==> src/rtl/led_shift_pattern_pkg.sv <==
// Shared encodings for the LED pattern generator.
// Mode, scan direction and fill-phase types.
package led_shift_pkg;

    typedef enum logic [1:0] {
        MODE_ROL  = 2'b00,
        MODE_ROR  = 2'b01,
        MODE_PONG = 2'b10,
        MODE_FILL = 2'b11
    } mode_e;

    typedef enum logic {
        DIR_LEFT  = 1'b0,
        DIR_RIGHT = 1'b1
    } dir_e;

    typedef enum logic {
        PH_FILL  = 1'b0,
        PH_CLEAR = 1'b1
    } phase_e;

endpackage

==> src/rtl/led_shift_pattern_if.sv <==
// Control/status bundle between the board logic and the pattern block.
// Master drives controls, slave drives the LED bank and tick strobe.
interface led_shift_pattern_if #(
    parameter int WIDTH = 8
);
    logic             en;
    logic [1:0]       mode;
    logic             load;
    logic [WIDTH-1:0] load_val;
    logic [WIDTH-1:0] out;
    logic             tick_o;

    modport master (
        output en, mode, load, load_val,
        input  out, tick_o
    );

    modport slave (
        input  en, mode, load, load_val,
        output out, tick_o
    );
endinterface

==> src/rtl/led_shift_pattern_tick_divider.sv <==
// Prescaler: pulses step on the DIV-th enabled clock.
// clr restarts the count; en=0 freezes it.
module tick_divider #(
    parameter int DIV = 25_000_000
) (
    input  logic clk_50M,
    input  logic reset,
    input  logic en,
    input  logic clr,
    output logic step
);
    localparam int CNT_W = (DIV > 1) ? $clog2(DIV) : 1;
    localparam logic [CNT_W-1:0] LAST = CNT_W'(DIV - 1);

    logic [CNT_W-1:0] cnt;

    assign step = en && (cnt == LAST);

    always_ff @(posedge clk_50M or negedge reset) begin
        if (!reset) begin
            cnt <= '0;
        end else if (clr) begin
            cnt <= '0;
        end else if (en) begin
            cnt <= (cnt == LAST) ? '0 : cnt + 1'b1;
        end
    end
endmodule

==> src/rtl/led_shift_pattern.sv <==
// LED pattern generator: rotate, ping-pong and fill/clear bar modes,
// stepped by an internal prescaler, with load and tick strobe.
module led_shift_pattern
    import led_shift_pkg::*;
#(
    parameter int WIDTH = 8,
    parameter int DIV   = 25_000_000
) (
    input logic               clk_50M,
    input logic               reset,
    led_shift_pattern_if.slave bus
);
    localparam logic [WIDTH-1:0] ONE = WIDTH'(1);

    logic [WIDTH-1:0] out_q;
    logic             tick_q;
    dir_e             dir_q;
    phase_e           ph_q;
    mode_e            mode_q;
    mode_e            mode_in;
    logic             step;

    assign mode_in    = mode_e'(bus.mode);
    assign bus.out    = out_q;
    assign bus.tick_o = tick_q;

    tick_divider #(
        .DIV(DIV)
    ) u_div (
        .clk_50M(clk_50M),
        .reset  (reset),
        .en     (bus.en),
        .clr    (bus.load),
        .step   (step)
    );

    always_ff @(posedge clk_50M or negedge reset) begin
        if (!reset) begin
            out_q  <= ONE;
            tick_q <= 1'b0;
            dir_q  <= DIR_LEFT;
            ph_q   <= PH_FILL;
            mode_q <= MODE_ROL;
        end else begin
            tick_q <= 1'b0;
            if (bus.load) begin
                out_q <= bus.load_val;
            end else if (step) begin
                tick_q <= 1'b1;
                // A new mode restarts the pattern instead of stepping.
                if (mode_in != mode_q) begin
                    out_q  <= ONE;
                    dir_q  <= DIR_LEFT;
                    ph_q   <= PH_FILL;
                    mode_q <= mode_in;
                end else begin
                    unique case (mode_q)
                        MODE_ROL: begin
                            out_q <= {out_q[WIDTH-2:0], out_q[WIDTH-1]};
                        end
                        MODE_ROR: begin
                            out_q <= {out_q[0], out_q[WIDTH-1:1]};
                        end
                        MODE_PONG: begin
                            unique case (1'b1)
                                (dir_q == DIR_LEFT && out_q[WIDTH-1]): begin
                                    dir_q <= DIR_RIGHT;
                                    out_q <= out_q >> 1;
                                end
                                (dir_q == DIR_RIGHT && out_q[0]): begin
                                    dir_q <= DIR_LEFT;
                                    out_q <= out_q << 1;
                                end
                                default: begin
                                    out_q <= (dir_q == DIR_LEFT) ?
                                             out_q << 1 : out_q >> 1;
                                end
                            endcase
                        end
                        MODE_FILL: begin
                            unique case (1'b1)
                                (ph_q == PH_FILL && &out_q): begin
                                    ph_q  <= PH_CLEAR;
                                    out_q <= {out_q[WIDTH-2:0], 1'b0};
                                end
                                (ph_q == PH_FILL && !(&out_q)): begin
                                    out_q <= {out_q[WIDTH-2:0], 1'b1};
                                end
                                (ph_q == PH_CLEAR && out_q == '0): begin
                                    ph_q  <= PH_FILL;
                                    out_q <= {out_q[WIDTH-2:0], 1'b1};
                                end
                                default: begin
                                    out_q <= {out_q[WIDTH-2:0], 1'b0};
                                end
                            endcase
                        end
                    endcase
                end
            end
        end
    end
endmodule

==> src/flat_wrapper.sv <==
// flat-port wrapper written by rule: the top's interface ports become plain ports
module led_shift_pattern_flat import led_shift_pkg::*;
#(
    parameter int WIDTH = 8,
    parameter int DIV   = 25_000_000
)
  (clk_50M, reset, bus_en, bus_mode, bus_load, bus_load_val, bus_out, bus_tick_o);
  led_shift_pattern_if #(.WIDTH(WIDTH)) bus_i ();
  input logic clk_50M;
  input logic reset;
  input wire logic [$bits(bus_i.en)-1:0] bus_en;
  input wire logic [$bits(bus_i.mode)-1:0] bus_mode;
  input wire logic [$bits(bus_i.load)-1:0] bus_load;
  input wire logic [$bits(bus_i.load_val)-1:0] bus_load_val;
  output wire logic [$bits(bus_i.out)-1:0] bus_out;
  output wire logic [$bits(bus_i.tick_o)-1:0] bus_tick_o;
  assign bus_i.en = bus_en;
  assign bus_i.mode = bus_mode;
  assign bus_i.load = bus_load;
  assign bus_i.load_val = bus_load_val;
  assign bus_out = bus_i.out;
  assign bus_tick_o = bus_i.tick_o;
  led_shift_pattern #(.WIDTH(WIDTH), .DIV(DIV)) u_core (.clk_50M(clk_50M), .reset(reset), .bus(bus_i));
endmodule
==> config.mk <==
export PLATFORM = sky130hd
export DESIGN_NAME = led_shift_pattern_flat
export DESIGN_NICKNAME = d
export VERILOG_FILES = /design/src/rtl/led_shift_pattern_pkg.sv /design/src/rtl/led_shift_pattern_if.sv /design/src/rtl/led_shift_pattern_tick_divider.sv /design/src/rtl/led_shift_pattern.sv /design/src/flat_wrapper.sv
export SDC_FILE = /design/constraint.sdc
export NUM_CORES = 1
export LEC_CHECK = 0
export ABC_AREA = 1
export CORE_MARGIN = 2
export CORE_UTILIZATION = 37
export DETAILED_ROUTE_END_ITERATION = 8
export PLACE_DENSITY = 0.66
export SLEW_MARGIN = 20
export SYNTH_ARGS = -nofsm -noshare
export SYNTH_HDL_FRONTEND = slang
export SYNTH_HIERARCHICAL = 1
export SYNTH_SLANG_ARGS = --single-unit
==> constraint.sdc <==
create_clock -name clk_50M -period 4.8 [get_ports clk_50M]
set_input_delay 0.48 -clock clk_50M [delete_from_list [all_inputs] [get_ports clk_50M]]
set_output_delay 0.48 -clock clk_50M [all_outputs]
set_load 0.05 [all_outputs]
==> results of run 1 <==
-- power groups by stage --
stage                     registers, mW  clock network (mW)  logic (mW)
after floorplan                   0.379                   0      0.0630
after global placement            0.365                   0       0.125
after detailed placement          0.365                   0       0.126
after CTS                         0.358               0.232       0.127
after global routing              0.361               0.248       0.141
final                             0.359               0.223       0.126
-- cells in the final DEF (no fill, tap or decap), types with 4 or more instances in the layout --
| cell | synthesis | final |
|---|---|---|
| nand3_1 | 35 | 35 |
| clkdlybuf4s50_1 | 0 | 21 |
| nand2_1 | 117 | 117 |
| dfrtp_1 | 37 | 37 |
| a22oi_1 | 6 | 6 |
| nor3_1 | 4 | 4 |
| a21oi_1 | 12 | 12 |
| o21ai_0 | 22 | 22 |
| inv_1 | 31 | 31 |
| xor2_1 | 8 | 8 |
| nor2_1 | 64 | 64 |
| nand4_1 | 9 | 9 |
| clkbuf_8 | 0 | 6 |
-- per-stage QoR --
stage               hold slack, ns  instance area (um^2)
floorplan                    0.184                  2560
global placement             0.522                  2840
detailed placement           0.524                  2840
CTS                          0.331                  2930
global route                 0.375                  2930
finish                       0.300                  2930
-- cell families after synthesis --
logic type | Yosys count | share of synthesized area [%]
XOR/XNOR | 9 | 3.08
AND/OR/NAND/NOR | 246 | 42.4
flip-flops | 38 | 37.2
adder cells (fa/ha/maj) | 1 | 0.489
buffers and inverters | 39 | 6.12
AO/OA/AOI/OAI | 47 | 10.6
-- state kept, by name (all words and copies together) (netlist names) --
name / flops
u_core/ph_q: 1
u_core/bus.tick_o: 1
u_core/bus.out: 8
u_core/dir_q: 1
u_core/u_div/cnt: 25
u_core/mode_q: 2
-- per-layer routing --
metal / track usage [%] / vias up
li1: - / 1281
met1: 27.5 / 1156
met2: 25.7 / 77
met3: 3.22 / 4
met4: 5.45 / 0
met5: 0 / -
-- final cells by class --
type / count / area, um^2 / share of cell area [%]
Sequential cell: 38 / 952 / 32.5
Tap cell: 80 / 100 / 3.41
Multi-Input combinational cell: 303 / 1450 / 49.3
Clock buffer: 7 / 86.3 / 2.94
Inverter: 34 / 128 / 4.35
Clock inverter: 1 / 5.00 / 0.171
Timing Repair Buffer: 22 / 215 / 7.33
-- final timing paths --
kind,from,cells after the start,slack [ns],to
setup / recovery,bus_load,6,2.19,u_core/u_div/cnt[16]$_DFFE_PN0P_
hold / removal,reset,1,0.30,u_core/u_div/cnt[5]$_DFFE_PN0P_
setup reg to reg,u_core/u_div/cnt[0]$_DFFE_PN0P_,10,2.25,u_core/ph_q$_DFFE_PN0P_
hold reg to reg,u_core/u_div/cnt[1]$_DFFE_PN0P_,2,0.54,u_core/u_div/cnt[1]$_DFFE_PN0P_
max in group asynchronous,reset,1,3.97,u_core/bus.out[6]$_DFFE_PN0P_
min in group clk_50M,u_core/u_div/cnt[1]$_DFFE_PN0P_,2,0.54,u_core/u_div/cnt[1]$_DFFE_PN0P_
==> impl_metrics.csv, run 1 <==
group,metric,value,unit
run_status,status,"complete, no violations",
floorplanning,die_w,87.1,um
sta,rsz0062_at_grt,"no",
hold_path,hold_class,"in2async",
floorplanning,rows,30,
cts,cts_buffer_depth,2,
sta,final.period_utilization,54.3,%
sta,post-route-min-period,2.61,ns
logic_synthesis,synth_top_area_share,36.2,%
sta,worst_pin_slew,0.850,ns
power_and_ir_drop,power-per-cell-area,242,mW/mm^2
logic_synthesis,syn_area_per_cell,6.73,um^2
route,routed_via_density,5.19,
finish,area_growth,14.8,%
power_and_ir_drop,p_leak,1.27,nW
placement,gp_congestion,0.913,
sta,fmaxAchievable,0.383,GHz
floorplanning,io-pin-count,23,
floorplanning,initial_core_util,37.8,%
finish,finalCoreUtilization,43.4,%
setup_path,crit_chain,"clkdlybuf4s50_1, nor2_1, inv_1, nand2_1, xor2_1, nor2_1",
logic_synthesis,postSynth.asyncResetShare,100,%
route,wl_met1,3.18,mm
sta,drv_slew,0,
sta,setup-violations-final,0,
logic_synthesis,yosys-top-cells-count,"nand2_1 (117), nor2_1 (64), dfrtp_1 (37)",
route,drc,0,
finish,final_nets,419,
floorplanning,die_y,87.1,um
logic_synthesis,ys_seq_elements,38,
floorplanning,die_area,0.00759,mm^2
cts,cts_tree,"built",
route,avgRoutedWirePerCell,13.4,um
setup_path,critical_path_class,"in2reg",
logic_synthesis,synth-warning-count,6,
cts,path_clk_slew,0.08,ns
logic_synthesis,syn_area,0.00256,mm^2
sta,hold_viol,0,
placement,port_buffers,22,
setup_path,end_kind,"register",
sta,fin_worst_skew,0.00696,ns
global_route,antenna_found_initial,0,
setup_path,slowest_delay,0.74,ns
global_route,grt_start_max_net_pins,39,
route,final_antenna_net_count,0,
route,first_pass_iters,5,
cts,ctsResizeCount,0,
route,drt_iter0_drc,281,
setup_path,crit_family,"buffers and inverters",
power_and_ir_drop,total_power,0.709,mW
setup_path,slowest_stage,"nor2_1",
logic_synthesis,post-synth-top-count-cell,"nand2_1",
logic_synthesis,syn_nets,395,
cts,root_buffer,"clkbuf_8",
finish,drive_above_1_share,6.42,%
cts,insertion_delay,0.29,ns
power_and_ir_drop,p_clk_share,31.5,%
logic_synthesis,ys_types,34,
logic_synthesis,synth_area_leaders,"dfrtp_1 (36%), nand2_1 (17%), nor2_1 (9.4%), nand3_1 (6.9%), inv_1 (4.6%)",
power_and_ir_drop,p_seq_share,50.6,%
logic_synthesis,synth_edf_count,0,
route,dr_wl_met3,304,um
setup_path,start_kind,"input port",
placement,place_ws,1.90,ns
power_and_ir_drop,vdd_drop_max,0.109,mV
logic_synthesis,yosys.area.top_type,"dfrtp_1",
power_and_ir_drop,pwr-share-comb,17.8,%
route,dr_wl_met2,2.97,mm
sta,relSlewSlack,43.4,%
setup_path,worst_path_most_repeated_cell,"nor2_1",
finish,nFillCells,677,
global_route,grt_pass1_vias,2271,
cts,cts_buffers,5,
global_route,grt_overflow,0,
setup_path,crit_arrival,2.77,ns
logic_synthesis,ys_seq_area_share,37.2,%
power_and_ir_drop,switchingPower,0.213,mW
setup_path,required,4.96,ns
setup_path,cp_max_fo,14,
floorplanning,core_region_area,0.00676,mm^2
placement,dpl.hpwl,4.78,mm
logic_synthesis,synth_ff_type,"dfrtp_1",
cts,cts_max_level,2,
power_and_ir_drop,intPower,0.495,mW
run,drv_cap,0,
sta,fin_ws,2.19,ns
setup_path,cp_num_buf_inv,2,
finish,antenna_cells,0,
route,dr.max_layer_used,"met4",
cts,cts_sinks,38,
route,drt-total-wl,6.51,mm
global_route,grt_pass1_wl,10.8,mm
cts,ctsHoldBuffers,0,
logic_synthesis,synthesis.instances,380,
finish,fin_cells,485,
cts,cts_setup_buffers,0,
sta,tns,0,ns
route,vias,2518,
global_route,grtUsageTotal,18.0,%
placement,placed_cells,477,
power_and_ir_drop,power_switching_share,30.1,%
No activity file was read; power rests on OpenSTA's default activity.
==> inputs of run 2 (changes only) <==
--- a/config.mk
+++ b/config.mk
@@ -9,7 +9,7 @@
 export CORE_MARGIN = 2
 export CORE_UTILIZATION = 37
 export DETAILED_ROUTE_END_ITERATION = 8
-export PLACE_DENSITY = 0.66
+export PLACE_DENSITY = 0.68
 export SLEW_MARGIN = 20
 export SYNTH_ARGS = -nofsm -noshare
 export SYNTH_HDL_FRONTEND = slang
==> constraint.sdc (replaced) <==
create_clock -name clk_50M -period 2.33 [get_ports clk_50M]
set_input_delay 0.233 -clock clk_50M [delete_from_list [all_inputs] [get_ports clk_50M]]
set_output_delay 0.233 -clock clk_50M [all_outputs]
set_load 0.05 [all_outputs]
==> impl_metrics.csv, run 2 (synthesis results as in run 1) <==
group,metric,value,unit
setup_path,crit_family,"simple AND/OR/NAND/NOR gates",
global_route,antenna_found_initial,0,
sta,relSlewSlack,42.0,%
cts,cts_tree,"built",
sta,post-route-min-period,2.14,ns
setup_path,start_kind,"register",
finish,antenna_cells,0,
cts,insertion_delay,0.30,ns
setup_path,cp_num_buf_inv,1,
setup_path,critical_path_class,"reg2reg",
floorplanning,io-pin-count,23,
sta,worst_pin_slew,0.869,ns
route,avgRoutedWirePerCell,13.4,um
setup_path,required,2.51,ns
setup_path,crit_chain,"ha_1, nand2_2, nor2_4, nand2_4, nor4_2, inv_1, nor2_4, nand3_1, o31ai_1, nor2_1",
placement,placed_cells,483,
global_route,grt_pass1_wl,11.3,mm
route,drt_iter0_drc,171,
cts,ctsHoldBuffers,0,
setup_path,end_kind,"register",
setup_path,crit_arrival,2.32,ns
floorplanning,die_y,87.1,um
finish,drive_above_1_share,8.03,%
sta,fin_worst_skew,0.00746,ns
route,drc,0,
hold_path,hold_class,"in2async",
floorplanning,core_region_area,0.00676,mm^2
sta,tns,0,ns
sta,fin_ws,0.189,ns
finish,area_growth,17.0,%
cts,cts_sinks,38,
floorplanning,die_area,0.00759,mm^2
finish,final_nets,425,
finish,largest_register_ffs,25,
power_and_ir_drop,total_power,1.49,mW
sta,drv_slew,0,
run,drv_cap,0,
finish,final_cell_mix,"nand2_1 (117), nor2_1 (64), dfrtp_1 (37), nand3_1 (35), inv_1 (31)",
cts,root_buffer,"clkbuf_8",
finish,largest_register,"u_core/u_div/cnt",
route,routed_via_density,5.29,
cts,cts_buffer_depth,2,
sta,setup-violations-final,0,
sta,fmaxAchievable,0.467,GHz
power_and_ir_drop,p_leak,1.30,nW
finish,finalCoreUtilization,44.3,%
route,first_pass_iters,5,
placement,dpl.hpwl,4.91,mm
global_route,grt_start_max_net_pins,39,
finish,layout.cells.most_common,"nand2_1",
floorplanning,initial_core_util,37.8,%
finish,nFillCells,690,
floorplanning,die_w,87.1,um
placement,port_buffers,22,
power_and_ir_drop,vdd_drop_max,0.285,mV
route,final_antenna_net_count,0,
route,drt-total-wl,6.56,mm
global_route,grt_overflow,0,
finish,fin_cells,491,
power_and_ir_drop,power-per-cell-area,497,mW/mm^2
sta,final.period_utilization,91.9,%
setup_path,cp_max_fo,7,
placement,place_ws,0.0526,ns
setup_path,slowest_delay,0.39,ns
cts,cts_buffers,5,
floorplanning,rows,30,
cts,cts_setup_buffers,0,
run_status,status,"complete, no violations",
setup_path,worst_path_most_repeated_cell,"nor2_4",
route,vias,2595,
global_route,grtUsageTotal,18.7,%
cts,cts_max_level,2,
global_route,grt_pass1_vias,2467,
cts,path_clk_slew,0.08,ns
sta,rsz0062_at_grt,"no",
sta,hold_viol,0,
placement,gp_congestion,0.869,
setup_path,slowest_stage,"dfrtp_1",
==> run 2: changes by cell type in the layout (fill, tap and decap cells not counted) <==
cell    before  now
buf_4        0    6
nor2_2       3    2
nor2_4       3    4
nor4_1       1    0
nor4_2       0    1
==> run 2: layout make-up <==
type / instances / area [um^2] / area share (%)
Tap cell: 80 / 100 / 3.35
Clock buffer: 7 / 86.3 / 2.89
Multi-Input combinational cell: 303 / 1460 / 48.8
Timing Repair Buffer: 28 / 260 / 8.70
Sequential cell: 38 / 952 / 31.8
Inverter: 34 / 128 / 4.27
Clock inverter: 1 / 5.00 / 0.167
==> run 2: metal layers <==
metal  track usage (%)  wire [um]  vias to the layer above
li1                  -          -                     1284
met1              25.8       3080                     1227
met2              30.6       3060                       77
met3              3.13        329                        7
met4              4.62         87                        0
met5                 0          0                        -
==> run 2: what timing repair did <==
| action | in CTS | in global routing |
|---|---|---|
| hold endpoints to repair | 0 | 0 |
| setup endpoints to repair | 0 | 2 |
| gates resized for setup | 0 | 2 |
==> run 2: worst register-to-register path: cells and delay by family (launching register included) <==
kind | cells | cell delay [ns]
AOI/OAI and AO/OA | 1 | 0.23
adders and majority gates | 1 | 0.26
and+or+nand+nor | 7 | 0.97
buffers and inverters | 1 | 0.17
DFF | 1 | 0.39
==> run 2: through the flow <==
| stage | cell area, um^2 | hold WS (ns) |
|---|---|---|
| after floorplan | 2560 | -0.0626 |
| after global placement | 2890 | 0.400 |
| after detailed placement | 2890 | 0.410 |
| after CTS | 2980 | 0.0896 |
| after global routing | 2990 | 0.126 |
| final | 2990 | 0.0451 |
==> run 2: final timing paths <==
path                                            startpoint                                to  cells after the start  slack [ns]
setup / recovery           u_core/u_div/cnt[1]$_DFFE_PN0P_           u_core/ph_q$_DFFE_PN0P_                     10        0.19
hold / removal                                       reset  u_core/u_div/cnt[11]$_DFFE_PN0P_                      1        0.05
setup reg to reg           u_core/u_div/cnt[1]$_DFFE_PN0P_           u_core/ph_q$_DFFE_PN0P_                     10        0.19
hold reg to reg            u_core/u_div/cnt[1]$_DFFE_PN0P_   u_core/u_div/cnt[1]$_DFFE_PN0P_                      2        0.55
max in group asynchronous                            reset      u_core/mode_q[1]$_DFFE_PN0P_                      1        1.74
min in group clk_50M                       bus_load_val[1]     u_core/bus.out[1]$_DFFE_PN0P_                      3        0.50
==> run 2: where the power goes <==
group / leakage (nW) / internal [mW] / switching (mW)
Combinational: 0.745 / 0.0947 / 0.169
Sequential: 0.505 / 0.690 / 0.0481
Clock: 0.0482 / 0.239 / 0.246
Total: 1.30 / 1.02 / 0.462
==> inputs of run 3 (changes only) <==
--- a/config.mk
+++ b/config.mk
@@ -10,6 +10,7 @@
 export CORE_UTILIZATION = 37
 export DETAILED_ROUTE_END_ITERATION = 8
 export PLACE_DENSITY = 0.68
+export SETUP_SLACK_MARGIN = 0.5
 export SLEW_MARGIN = 20
 export SYNTH_ARGS = -nofsm -noshare
 export SYNTH_HDL_FRONTEND = slang
==> impl_metrics.csv, run 3 (synthesis results as in run 1) <==
group,metric,value,unit
finish,area_growth,23.2,%
route,avgRoutedWirePerCell,13.3,um
route,vias,2628,
route,routed_via_density,5.18,
setup_path,cp_max_fo,6,
sta,relSlewSlack,43.0,%
finish,finalCoreUtilization,46.6,%
cts,cts_sinks,38,
cts,cts_tree,"built",
power_and_ir_drop,vdd_drop_max,0.275,mV
power_and_ir_drop,intPower,1.04,mW
setup_path,start_kind,"register",
global_route,grt_overflow,0,
sta,fin_worst_skew,0.00632,ns
finish,layout.cells.most_common,"nand2_1",
route,first_pass_iters,4,
setup_path,rr_startpoint,"u_core/u_div/cnt[23]$_DFFE_PN0P_",
power_and_ir_drop,switchingPower,0.459,mW
floorplanning,io-pin-count,23,
sta,hold_viol,0,
floorplanning,rows,30,
finish,nFillCells,666,
sta,tns,0,ns
setup_path,required,2.51,ns
sta,setup-violations-final,0,
cts,ctsHoldBuffers,0,
global_route,grt_start_max_net_pins,39,
setup_path,rr_worst_depth,10,
run,drv_cap,0,
placement,placed_cells,480,
sta,rsz0062_at_grt,"yes",
power_and_ir_drop,p_seq_share,49.5,%
setup_path,regToRegEndpoint,"u_core/ph_q$_DFFE_PN0P_",
finish,fin_cells,507,
sta,drv_slew,0,
run_status,status,"complete, no violations",
cts,cts_max_level,2,
global_route,grtUsageTotal,19.0,%
cts,root_buffer,"clkbuf_8",
power_and_ir_drop,power_switching_share,30.6,%
finish,largest_register_ffs,25,
route,dr.max_layer_used,"met4",
global_route,grt_pass1_wl,11.4,mm
setup_path,startpoint,"u_core/u_div/cnt[23]$_DFFE_PN0P_",
route,drt_iter0_drc,148,
cts,insertion_delay,0.29,ns
setup_path,crit_arrival,1.98,ns
sta,worst_pin_slew,0.856,ns
floorplanning,die_area,0.00759,mm^2
finish,final_nets,441,
route,wl_met1,3.32,mm
route,final_antenna_net_count,0,
setup_path,crit_path_end,"u_core/ph_q$_DFFE_PN0P_",
floorplanning,core_region_area,0.00676,mm^2
finish,antenna_cells,0,
cts,cts_buffers,5,
cts,cts_buffer_depth,2,
route,drt-total-wl,6.76,mm
placement,gp_congestion,0.911,
power_and_ir_drop,power-per-cell-area,476,mW/mm^2
floorplanning,die_y,87.1,um
finish,drive_above_1_share,12.9,%
sta,fmaxAchievable,0.555,GHz
setup_path,rrSetupSlack,0.53,ns
floorplanning,die_w,87.1,um
placement,dpl.hpwl,4.97,mm
sta,final.period_utilization,77.4,%
power_and_ir_drop,p_clk_share,31.1,%
hold_path,hold_class,"in2async",
route,dr_wl_met2,3.08,mm
global_route,antenna_found_initial,0,
route,drc,0,
finish,largest_register,"u_core/u_div/cnt",
sta,post-route-min-period,1.80,ns
placement,port_buffers,22,
cts,path_clk_slew,0.07,ns
setup_path,critical_path_class,"reg2reg",
route,dr_wl_met3,268,um
floorplanning,initial_core_util,37.8,%
power_and_ir_drop,p_leak,1.41,nW
setup_path,end_kind,"register",
power_and_ir_drop,pwr-share-comb,19.4,%
global_route,grt_pass1_vias,2433,
finish,final_cell_mix,"nand2_1 (116), nor2_1 (63), dfrtp_1 (37), nand3_1 (35), inv_1 (29)",
run 3: worst min-delay path by stage:
stage / from / endpoint / depth (start not counted)
after floorplan: reset / u_core/bus.out[1]$_DFFE_PN0P_ / 0
after global placement: reset / u_core/u_div/cnt[7]$_DFFE_PN0P_ / 1
after detailed placement: reset / u_core/u_div/cnt[7]$_DFFE_PN0P_ / 1
after CTS: reset / u_core/u_div/cnt[7]$_DFFE_PN0P_ / 1
after global routing: reset / u_core/u_div/cnt[1]$_DFFE_PN0P_ / 1
final: reset / u_core/u_div/cnt[7]$_DFFE_PN0P_ / 1
run 3: critical path, cell delays in order (launching register included):
cell     delay [ns]
dfrtp_1        0.42
inv_2          0.09
nand3_1        0.07
inv_1          0.07
nand4_1        0.14
nor4_4         0.33
inv_2          0.10
nor2_4         0.15
nand3_1        0.10
o31ai_2        0.18
nor2_1         0.06
run 3: power by group through the flow:
stage	combinational (mW)	clock [mW]	sequential (mW)
3_3_place_gp	0.263	0	0.751
3_5_place_dp	0.265	0	0.752
5_1_grt	0.323	0.512	0.747
2_1_floorplan	0.131	0	0.781
6_report	0.290	0.467	0.742
4_1_cts	0.261	0.484	0.739
run 3: final cells by class:
| cell class | instances | area, um^2 | area share, % |
|---|---|---|---|
| repair buffers | 44 | 383 | 12.2 |
| multi-input cells | 303 | 1500 | 47.5 |
| clock buffers | 7 | 86.3 | 2.74 |
| inverters | 34 | 128 | 4.05 |
| flip-flops and latches | 38 | 952 | 30.2 |
| well taps | 80 | 100 | 3.18 |
| clock inverters | 1 | 5.00 | 0.159 |
run 3: what timing repair did:
| action | 4_1_cts | 5_1_grt |
|---|---|---|
| pin swaps | 4 | 10 |
| buffers inserted | 7 | 12 |
| gates resized for setup | 10 | 5 |
| endpoints found under the setup margin | 32 | 27 |
run 3: stage by stage:
| stage | instance area [um^2] | worst slack, ns | power [mW] | hold slack (ns) |
|---|---|---|---|---|
| 5_1_grt | 3150 | 0.345 | 1.58 | 0.121 |
| 4_1_cts | 3040 | 0.493 | 1.48 | 0.0812 |
| 3_5_place_dp | 2890 | 0.271 | 1.02 | 0.399 |
| 2_1_floorplan | 2580 | 0.548 | 0.913 | -0.0626 |
| 6_report | 3150 | 0.527 | 1.50 | 0.0481 |
| 3_3_place_gp | 2890 | 0.315 | 1.01 | 0.393 |
run 3: routing by layer:
layer | global-route usage (%) | vias to the layer above
met4 | 6.29 | 0
met3 | 2.56 | 6
met5 | 0 | -
met1 | 28.1 | 1235
li1 | - | 1326
met2 | 28.5 | 61
